**src/rtl/osd_hexbin_writer.sv**
```systemverilog
// Renders one HEX or BIN command as ASCII characters written to the OSD text RAM.
// Define OSD_HEXBIN_TERM_EN to append a 0x00 terminator after the last digit.
module osd_hexbin_writer #(
  parameter int         WIDTH   = 32,
  parameter logic [2:0] CMD_HEX = 3'd2,
  parameter logic [2:0] CMD_BIN = 3'd3
) (
  input  logic             clk,
  input  logic             rst,
  input  logic             cmd_valid,
  output logic             cmd_ready,
  input  logic [2:0]       cmd_type,
  input  logic [15:0]      base_addr,
  input  logic [WIDTH-1:0] value,
  input  logic             hex_prefix_0x,
  input  logic             hex_uppercase,
  input  logic [7:0]       hex_min_nibbles,
  input  logic             bin_prefix_0b,
  input  logic             bin_group4,
  output logic             wr_valid,
  input  logic             wr_ready,
  output logic [15:0]      wr_addr,
  output logic [7:0]       wr_data,
  output logic             busy,
  output logic             done,
  output logic             dropped
);
  localparam int NIB = WIDTH / 4;

  typedef enum logic [2:0] {
    S_IDLE, S_PFX0, S_PFX1, S_DIG, S_SEP, S_TERM, S_FIN
  } state_t;

  state_t           state_reg, state_next;
  logic [WIDTH-1:0] value_reg;
  logic             is_hex_reg, pfx_reg, upper_reg, group_reg, dropped_reg;
  logic [15:0]      base_reg;
  logic [6:0]       idx_reg, pos_reg;

  logic             accept, is_hex_in, is_bin_in;
  logic [6:0]       hex_sig, bin_sig, hex_min_clamped, hex_digits;
  logic [WIDTH-1:0] dig_shift;
  logic [7:0]       hex_char;

  assign accept    = cmd_valid && cmd_ready;
  assign is_hex_in = (cmd_type == CMD_HEX);
  assign is_bin_in = (cmd_type == CMD_BIN);
  assign dropped   = dropped_reg;

  // Significant digit counts of the incoming value, evaluated at accept time.
  always_comb begin
    hex_sig = 7'd1;
    bin_sig = 7'd1;
    for (int i = 0; i < NIB; i++)
      if (value[4*i +: 4] != 4'd0) hex_sig = 7'(i + 1);
    for (int i = 0; i < WIDTH; i++)
      if (value[i]) bin_sig = 7'(i + 1);
    hex_min_clamped = (hex_min_nibbles > 8'(NIB)) ? 7'(NIB) : hex_min_nibbles[6:0];
    hex_digits      = (hex_min_clamped > hex_sig) ? hex_min_clamped : hex_sig;
  end

  assign dig_shift = is_hex_reg ? (value_reg >> {pos_reg, 2'b00}) : (value_reg >> pos_reg);

  always_comb begin
    if (dig_shift[3:0] < 4'd10)
      hex_char = 8'h30 + {4'd0, dig_shift[3:0]};
    else
      hex_char = (upper_reg ? 8'h37 : 8'h57) + {4'd0, dig_shift[3:0]};
  end

  always_ff @(posedge clk or posedge rst) begin
    if (rst) begin
      state_reg   <= S_IDLE;
      value_reg   <= '0;
      is_hex_reg  <= 1'b0;
      pfx_reg     <= 1'b0;
      upper_reg   <= 1'b0;
      group_reg   <= 1'b0;
      base_reg    <= '0;
      idx_reg     <= '0;
      pos_reg     <= '0;
      dropped_reg <= 1'b0;
    end else begin
      state_reg   <= state_next;
      dropped_reg <= accept && !(is_hex_in || is_bin_in);
      if (accept && (is_hex_in || is_bin_in)) begin
        value_reg  <= value;
        is_hex_reg <= is_hex_in;
        pfx_reg    <= is_hex_in ? hex_prefix_0x : bin_prefix_0b;
        upper_reg  <= hex_uppercase;
        group_reg  <= bin_group4;
        base_reg   <= base_addr;
        idx_reg    <= '0;
        pos_reg    <= (is_hex_in ? hex_digits : bin_sig) - 7'd1;
      end else if (wr_valid && wr_ready) begin
        idx_reg <= idx_reg + 7'd1;
        if (state_reg == S_DIG && pos_reg != 7'd0) pos_reg <= pos_reg - 7'd1;
      end
    end
  end

  always_comb begin
    state_next = state_reg;
    cmd_ready  = 1'b0;
    wr_valid   = 1'b0;
    wr_data    = 8'h00;
    done       = 1'b0;
    case (state_reg)
      S_IDLE, S_FIN: begin
        // The done cycle doubles as an idle cycle so back-to-back commands lose only one slot.
        cmd_ready  = 1'b1;
        done       = (state_reg == S_FIN);
        state_next = S_IDLE;
        if (accept && (is_hex_in || is_bin_in))
          state_next = (is_hex_in ? hex_prefix_0x : bin_prefix_0b) ? S_PFX0 : S_DIG;
      end
      S_PFX0: begin
        wr_valid = 1'b1;
        wr_data  = 8'h30;
        if (wr_ready) state_next = S_PFX1;
      end
      S_PFX1: begin
        wr_valid = 1'b1;
        wr_data  = is_hex_reg ? 8'h78 : 8'h62;
        if (wr_ready) state_next = S_DIG;
      end
      S_DIG: begin
        wr_valid = 1'b1;
        wr_data  = is_hex_reg ? hex_char : (dig_shift[0] ? 8'h31 : 8'h30);
        if (wr_ready) begin
          if (pos_reg == 7'd0)
`ifdef OSD_HEXBIN_TERM_EN
            state_next = S_TERM;
`else
            state_next = S_FIN;
`endif
          else if (!is_hex_reg && group_reg && pos_reg[1:0] == 2'b00)
            state_next = S_SEP;
        end
      end
      S_SEP: begin
        wr_valid = 1'b1;
        wr_data  = 8'h5F;
        if (wr_ready) state_next = S_DIG;
      end
      S_TERM: begin
        wr_valid = 1'b1;
        wr_data  = 8'h00;
        if (wr_ready) state_next = S_FIN;
      end
      default: state_next = S_IDLE;
    endcase
  end

  assign busy    = wr_valid;
  assign wr_addr = wr_valid ? (base_reg + {9'd0, idx_reg}) : 16'h0000;

endmodule

```
**config.mk**
```make
export PLATFORM = sky130hd
export DESIGN_NAME = osd_hexbin_writer
export DESIGN_NICKNAME = d
export VERILOG_FILES = /design/src/rtl/osd_hexbin_writer.sv
export SDC_FILE = /design/constraint.sdc
export NUM_CORES = 1
export LEC_CHECK = 0
export ABC_AREA = 1
export CAP_MARGIN = 5
export CORE_AREA = 2 2 121 123
export CTS_BUF_LIST = sky130_fd_sc_hd__clkbuf_2
export DETAILED_ROUTE_END_ITERATION = 10
export DIE_AREA = 0 0 123 125
export GPL_TIMING_DRIVEN = 0
export MAX_ROUTING_LAYER = met4
export PLACE_DENSITY_LB_ADDON = 0.2
export RECOVER_POWER = 100
export SKIP_CTS_REPAIR_TIMING = 1
export SYNTH_ARGS = -nofsm -noshare
export SYNTH_HDL_FRONTEND = slang
export SYNTH_SLANG_ARGS = --single-unit
```
**constraint.sdc**
```tcl
create_clock -name clk -period 6.7 [get_ports clk]
set_input_delay 1.34 -clock clk [delete_from_list [all_inputs] [get_ports clk]]
set_output_delay 1.34 -clock clk [all_outputs]
set_load 0.03 [all_outputs]
```
==> reports/qor.txt <==
Status: finished with violations
Failing checks: max-capacitance violations, max-slew violations
Reg clk slew, reported paths: 0.22 ns
WP data required: 5.36 ns
Worst Hold Path EP: base_reg[0]$_DFFE_PP0P_
Syn Area/Cell: 6.27 µm²
Pre-CTS setup slack: 1.65 ns
Row Count: 44
Post-route DRC violation count: 0
CTS tree: done
Clk_skew: 0.0320 ns
Worst r2r dst: pos_reg[2]$_DFFE_PP0P_
CTS sink cnt: 69
Final HPWL DP: 12.7 mm
Post-synth EDFFs: 0
Post-synthesis cell type count: 48
Post-route ant nets: 0
Fin area: 6830 µm²
Vias in the first global route: 5505
Gate Count Post-Synth: 886
Post-Place Cells: 1165
Number of flip-flops in the largest register: 32
CTS max path bufs: 2
Worst hold slack: 0.508 ns
Die width: 123 µm
Synth area leaders: dfrtp_1, nand2_1, inv_1
Post-Syn Area: 5550 µm²
Endpoints failing setup: 0
Slew Viols, Final: 70
TritonCTS buffer count: 9
First-pass DRT Iterations: 5
Maximum Capacitance Violations: 1
Post-Syn Nets: 968
Reg2reg start: state_reg[1]$_DFFE_PP0P_
Placed cell area: 6760 µm²
#FFs+latches synth: 69
Flop-to-flop setup slack: 3.61 ns
Final hold violation count: 0
Overflow after GRT: 0
Die Area: 15400 µm²
Pin count of the biggest net entering global routing: 70
DRT Wirelength: 16.3 mm
First-pass GRT wire length: 26.9 mm
Hold Path Stages: 2
Pwr dens: 481 nW/µm²
Final min period: 5.54 ns
RSZ-0062 raised after global routing: no
H-Tree Depth: 3
Max Freq: 180 MHz
Gr usage total: 22.5%
Final Util: 48.1%
Routed len/inst: 13.8 µm
Measured slew at the worst slew-check pin: 3.84 ns
Nets: 1074
Register area share after synthesis: 31.1%
Count of input and output buffers: 94
HP Class: register to register
Share of post-route cells with drive strength above 1: 6.02%
Reg2Reg Depth: 15
Top FF cell, synth: dfrtp_1
Commonest non-fill, non-tap cells in the layout: nand2_1, inv_1, o21ai_0, nor2_1, dfrtp_1
Initial Utilization: 39.1%
Pwr Total: 3.29 mW
Peak supply drop: 0.281 mV
Most common cell after layout, fill and taps aside: nand2_1
Ys async rst share: 100%
CP Capture Type: output port
Area Growth Syn to Fin: 23.0%
Initial DRC count: 461
Clk Latency, worst-skew pair: 0.53 ns
Synthesis warning total: 0
Share of the clock period used by the worst path after layout: 82.7%
Ports: 96
DIE HEIGHT: 125 µm
Share of the synthesized area in the top cell type: 31.1%
Clock Tree Root: clkbuf_2
Via Count: 5877
Leak: 3.33 nW
Area leader, netlist: dfrtp_1
Hold_sp: base_reg[0]$_DFFE_PP0P_
Initial antenna violation count: 1
Slew headroom: -156%
Sum Neg Setup Slack: 0 ns
Worst Path Arrival: 4.20 ns
Worst Setup Slack, final: 1.16 ns
Crit path launch type: register
Gpl congestion: 0.977
Non-Filler Instances: 1182
Drt via density: 4.97
Max FO, Critical Path: 10
CP Class: register to output port
Core ar.: 14200 µm²
==> cell families (layout without fill, tap and decap cells) <==
kind of cell	Yosys count	after routing	synth area share [%]
AND/OR/NAND/NOR	401	401	30.1
AO/OA/AOI/OAI	208	208	21.2
buffers and inverters	190	301	13.7
flip-flops	69	69	31.1
adder cells (fa/ha/maj)	15	15	3.51
XOR/XNOR	2	2	0.315
other	1	2	0.0675
==> final cells by class <==
| cell class | count | area (µm²) |
|---|---|---|
| buffer | 33 | 170 |
| sequential | 69 | 1730 |
| clock inverter | 6 | 53.8 |
| fill | 1567 | 7370 |
| antenna | 1 | 2.50 |
| tap | 184 | 230 |
| timing repair buffer | 95 | 945 |
| clock buffer | 10 | 50.0 |
| inverter | 157 | 593 |
| multi-input combinational | 627 | 3060 |
==> worst max-delay path, cell delays in order (launching register included) <==
cell	delay, ns
dfrtp_1	0.49
nor2_2	0.16
nor2_2	0.06
nor2_4	0.19
inv_4	0.07
buf_12	0.15
buf_6	0.14
nor2_1	0.13
nand2_1	0.06
nand2_1	0.10
inv_1	0.06
nand2_1	0.05
o21ai_0	0.10
nand2_1	0.09
o211ai_1	0.09
nand3_1	0.12
nand3_1	0.16
ha_1	0.27
a31oi_1	0.19
a21oi_1	0.06
o21ai_0	0.15
dlygate4sd3_1	0.75
==> how the worst max path moves through the flow <==
| stage | startpoint | end | slack, ns | cells after the start |
|---|---|---|---|---|
| after global placement | value[4] | pos_reg[6]$_DFFE_PP0P_ | 1.61 | 17 |
| after global routing | pos_reg[0]$_DFFE_PP0P_ | wr_data[0] | 0.81 | 18 |
| final | pos_reg[4]$_DFFE_PP0P_ | wr_data[2] | 1.16 | 21 |
| after CTS | pos_reg[4]$_DFFE_PP0P_ | wr_data[2] | 1.22 | 21 |
| after detailed placement | value[4] | pos_reg[6]$_DFFE_PP0P_ | 1.65 | 17 |
| after floorplan | pos_reg[4]$_DFFE_PP0P_ | wr_data[3] | 2.32 | 13 |
==> power breakdown <==
part	total [mW]	switching, mW	internal, mW
sequential	0.747	0.132	0.615
clock	0.247	0.163	0.0833
combinational	2.30	1.49	0.801
==> synth_stat cells, types with 5 or more instances <==
cell type  number
a21oi_1        45
a31oi_1         6
buf_1           6
buf_2           6
clkbuf_1       16
dfrtp_1        69
ha_1           14
inv_1         148
inv_2           8
nand2_1       235
nand3_1        35
nor2_1         85
nor2_2         12
nor3_1         15
nor4_1          5
o211ai_1       10
o21ai_0       102
o21ai_1        16
o21ai_2         5
==> layer usage <==
metal	vias up	GRT usage [%]	wire length [µm]
li1	3049	-	-
met1	2664	31.0	8050
met2	146	34.4	7270
met3	18	3.65	747
met4	0	6.02	263
met5	-	-	0
Power figures use the tool's default switching activity.
==> patch 1, RTL diff (config.mk and constraints unchanged) <==
Make the reset (`rst`) synchronous in one clocked block.
--- a/src/rtl/osd_hexbin_writer.sv
+++ b/src/rtl/osd_hexbin_writer.sv
@@ -68,7 +68,7 @@
       hex_char = (upper_reg ? 8'h37 : 8'h57) + {4'd0, dig_shift[3:0]};
   end
 
-  always_ff @(posedge clk or posedge rst) begin
+  always_ff @(posedge clk) begin
     if (rst) begin
       state_reg   <= S_IDLE;
       value_reg   <= '0;
Formal check against the unedited RTL: differs if rst is asserted again (counterexample within 4 cycles, from zero or initial values and one cycle with rst high); with rst held inactive, the same outputs for 4 cycles.
==> patch 1 against the original RTL <==
  * Sequential cell count unchanged
  * Routed wire length shrank 0.17%
  * Highest routed layer unchanged
  * Area after synthesis fell by 4.5%
  * Critical path type unchanged
  * Design area down 3.6%
  * Critical endpoint is now wr_data[0]
  * Setup slack better by 34 ps
  * Global-route usage is 0.22 points lower
Power is not compared: it rests on default switching activity, and its combinational part moved more than twofold at a synthesized area within 25%.
==> patch 1: results (changes against the original RTL) <==
* Routed WL at 16300 um (was 16330 um)
* Top cells by area, synth: dfxtp_1 (26%), nand2_1 (11%), inv_1 (11%) (was dfrtp_1 (31%), nand2_1 (16%), inv_1 (10%))
* Status: completed (was complete, but fails checks)
* Vias in the first global route at 5388 (was 5505)
* Hold Startpoint: value_reg[0] (was base_reg[0])
* Hold path depth at 2 (unchanged)
* H-tree depth at 3 (unchanged)
* Largest net degree at the start of global routing at 13 (was 70)
* Root Driver: clkbuf_2 (unchanged)
* Top post-synthesis cells by count: nand2_1 (162), inv_1 (149), o21ai_0 (108), nor2_1 (106), a21oi_1 (86) (was nand2_1 (235), inv_1 (148), o21ai_0 (102), nor2_1 (85), dfrtp_1 (69))
* Clk_skew at 48.62 ps (was 32.00 ps)
* CP max stage cell: dlygate4sd3_1 (unchanged)
* Worst-margin pin slew at 1399 ps (was 3844 ps)
* Hold Slack at 472.0 ps (was 508.4 ps)
* Latest clock arrival within the worst-skew pair at 550 ps (was 530 ps)
* Largest area contributor in the netlist: dfxtp_1 (was dfrtp_1)
* RR Startpoint: state_reg[1] (unchanged)
* Global Route Usage Sum at 22.30% (was 22.52%)
* Final Wtd Congestion at 0.9662 (was 0.9771)
* Hold EP: value_reg[0] (was base_reg[0])
* Reg2reg setup slack at 2410 ps (was 3610 ps)
* Port bufs at 94 (unchanged)
* Via/cell ratio at 5.022 (was 4.972)
* Worst vdd ir at 0.00009663 V
* Max reg flops at 32 (unchanged)
* Proportion of synthesized chip area in sequential cells at 26.04% (was 31.09%)
* Post-DP HPWL at 13000 um (was 12660 um)
* Layout Nets at 1079 (was 1074)
* Leakage at about 2.8 nW
* Reg2reg end: pos_reg[6] (was pos_reg[2])
* CTS Buf Count at 9 (unchanged)
* Layout cell share with drive strength beyond 1 at 5.289% (was 6.018%)
* Yosys warns at 0 (unchanged)
* Mapped Nets at 974 (was 968)
* Pre-antenna DRT Iters at 5 (unchanged)
* Worst Hold Class: register to register (unchanged)
* Post-DP Area at 6476 um^2 (was 6755 um^2)
* CTS max path bufs at 2 (unchanged)
* R2R cell count at 17 (was 15)
* Largest stage delay, worst path at 730 ps (was 750 ps)
* Iter 0 DRT Violations at 409 (was 461)
* Initial antenna violation count at 1 (unchanged)
* CP arrival at 4170 ps (was 4200 ps)
* Worst Path Max Fanout at 10 (unchanged)
* Async SR Flop Fraction at 0% (was 100.0%)
* Clk pin slew, worst setup/hold paths at 230 ps
* First-pass GRT wire length at 26800 um (was 26880 um)
* Post-synthesis cell type count at 48 (unchanged)
patch 1: changes by cell type after synthesis, sizes merged, moves of 5 or more:
cell / before / now
o211ai: 10 / 15
o21ai: 123 / 129
a21oi: 46 / 89
dfxtp: 0 / 69
dfrtp: 69 / 0
nor2: 101 / 115
nor3: 15 / 20
buf: 17 / 12
clkbuf: 16 / 26
nand2: 236 / 163
patch 1: power breakdown:
group	internal (mW)	switching (mW)
Combinational	0.301	0.549
Clock	0.124	0.160
Sequential	0.470	0.0463
Total	0.896	0.755
patch 1: per-layer routing:
| layer | vias to the layer above | part of all wire (%) | global-route usage [%] |
|---|---|---|---|
| li1 | 3113 | - | - |
| met3 | 24 | 5.5 | 3.923 |
| met2 | 195 | 42 | 30.91 |
| met5 | - | 0 | - |
| met4 | 0 | 2.2 | 7.086 |
| met1 | 2629 | 50 | 32.52 |
patch 1: worst max-delay path: cells and delay by family, from the launching register on:
kind                   cells  cell delay (ps)
XOR/XNOR                   1              120
buffers and inverters      6             1300
AND/OR/NAND/NOR           10             1080
AO/OA/AOI/OAI              3              730
flip-flops                 1              370
patch 1: cell families (layout without fill, tap and decap cells):
logic type	after synthesis	after routing	synth area share, %
xor gates and xnor gates	2	2	0.3302
AOI/OAI and AO/OA	262	262	27.57
other	1	2	0.07069
buffers and inverters	197	307	14.67
and+or+nand+nor	346	346	27.64
adders and majority gates	15	15	3.679
DFF	69	69	26.04
patch 1: worst max path at each step:
stage | start | end | slack [ps] | depth (start not counted)
finish | pos_reg[4] | wr_data[0] | 1190 | 20
global route | pos_reg[4] | wr_data[0] | 820 | 20
CTS | pos_reg[4] | wr_data[0] | 1380 | 20
detailed placement | value[4] | pos_reg[6] | 1440 | 21
global placement | value[4] | pos_reg[6] | 1450 | 21
floorplan | value[25] | pos_reg[6] | 2550 | 22
patch 1: cell type report:
class / count / area (um^2)
diodes: 1 / 2.502
plain buffers: 38 / 181.4
clock buffers: 10 / 50.05
clock inverters: 6 / 85.08
fillers: 1559 / 7617
inverters: 159 / 596.8
multi-input cells: 626 / 3118
flip-flops and latches: 69 / 1381
well taps: 184 / 230.2
repair buffers: 94 / 940.9
patch 1: per-stage QoR:
| stage | power, mW | cells | setup WS, ps |
|---|---|---|---|
| finish | 1.650 | 1187 | 1192 |
| global placement | 1.387 | 1170 | 1449 |
| floorplan | 1.102 | 892 | 2545 |
| CTS | 1.670 | 1186 | 1384 |
| global route | 1.778 | 1187 | 815.4 |
| detailed placement | 1.387 | 1170 | 1441 |
==> patch 2, RTL diff (same settings) <==
Without the edit above. Build with the macro `OSD_HEXBIN_TERM_EN` defined.
--- a/src/rtl/osd_hexbin_writer.sv
+++ b/src/rtl/osd_hexbin_writer.sv
@@ -1,5 +1,7 @@
 // Renders one HEX or BIN command as ASCII characters written to the OSD text RAM.
 // Define OSD_HEXBIN_TERM_EN to append a 0x00 terminator after the last digit.
+`define OSD_HEXBIN_TERM_EN
+
 module osd_hexbin_writer #(
   parameter int         WIDTH   = 32,
   parameter logic [2:0] CMD_HEX = 3'd2,
Behaviour: not the same (a bounded check fails within 4 cycles, from zero or initial values and one cycle with rst high).
==> patch 2 against the original RTL <==
  * The flow still finishes with violations (max-capacitance violations, max-slew violations)
  * Non-clock buffer count is 1 lower
  * Sequential cell count stayed put
  * Area after synthesis is 0.81% lower
  * Power is 4.3% higher
  * Count of clock-buffer cells in the layout is 1 lower
  * Routed wire length rose by 1.4%
  * First-iteration DRC count fell by 8.7%
  * Setup slack improved by 160 ps
  * Critical path type unchanged
  * Highest routed layer unchanged
  * Design area grew 0.42%
==> patch 2: results (changes against the original RTL) <==
* Post-DP HPWL at 13020 um (was 12660 um)
* Comb_multi_in at 631 (was 627)
* Layout cell share with drive strength beyond 1 at 5.080% (was 6.018%)
* Failing checks: max-capacitance violations, max-slew violations (unchanged)
* Final core utilization at 48.32% (was 48.11%)
* Final-layout clock-cell area share at 2.662% (was 1.520%)
* Reg2reg setup slack at 3390 ps (was 3610 ps)
* Vias in the first global route at 5636 (was 5505)
* Via/cell ratio at 5.007 (was 4.972)
* Synth Area in Compound Gates at 20.78% (was 21.20%)
* Worst-margin pin slew at 3119 ps (was 3844 ps)
* Top post-synthesis cells by count: nand2_1 (247), inv_1 (148), nor2_1 (95), o21ai_0 (91), dfrtp_1 (69) (was nand2_1 (235), inv_1 (148), o21ai_0 (102), nor2_1 (85), dfrtp_1 (69))
* Status: complete, but fails checks (unchanged)
* Avg Inst Size Synth at 6.162 um^2 (was 6.269 um^2)
* Max_cap viols at 1 (unchanged)
* Layout Nets at 1081 (was 1074)
* Proportion of synthesized chip area in sequential cells at 31.34% (was 31.09%)
* CP arrival at 4050 ps (was 4200 ps)
* Dpl ws at 1284 ps (was 1653 ps)
* Mapped Nets at 976 (was 968)
* First-pass GRT wire length at 27460 um (was 26880 um)
* Max Slew Vio Count at 70 (unchanged)
* Inverters at 161 (was 157)
* Latest clock arrival within the worst-skew pair at 580 ps (was 530 ps)
* Drt wl/cell at 13.92 um (was 13.81 um)
* Minimum clock period at 5386 ps (was 5542 ps)
## patch 2: power by group
| part | switching [mW] | internal [mW] | leakage, nW |
|---|---|---|---|
| combinational | 1.53 | 0.807 | 2.45 |
| sequential | 0.121 | 0.610 | 0.850 |
| clock | 0.169 | 0.197 | 0.104 |
## patch 2: per-layer routing
layer  track usage [%]  up-vias  routed length [um]
met1             31.60     2726                7947
met5                 -        -                   0
met4             8.155        0                 386
li1                  -     3058                   -
met2             35.23      143                7512
met3             4.151       26                 699
## patch 2: worst paths after layout
path                         startpoint            end  cells after the start
max in group asynchronous           rst  value_reg[21]                      2
hold reg to reg               group_reg      group_reg                      2
hold / removal                group_reg      group_reg                      2
min in group asynchronous           rst   base_reg[11]                      2
setup / recovery             pos_reg[1]     wr_data[2]                     14
setup reg to reg           state_reg[1]     pos_reg[6]                     16
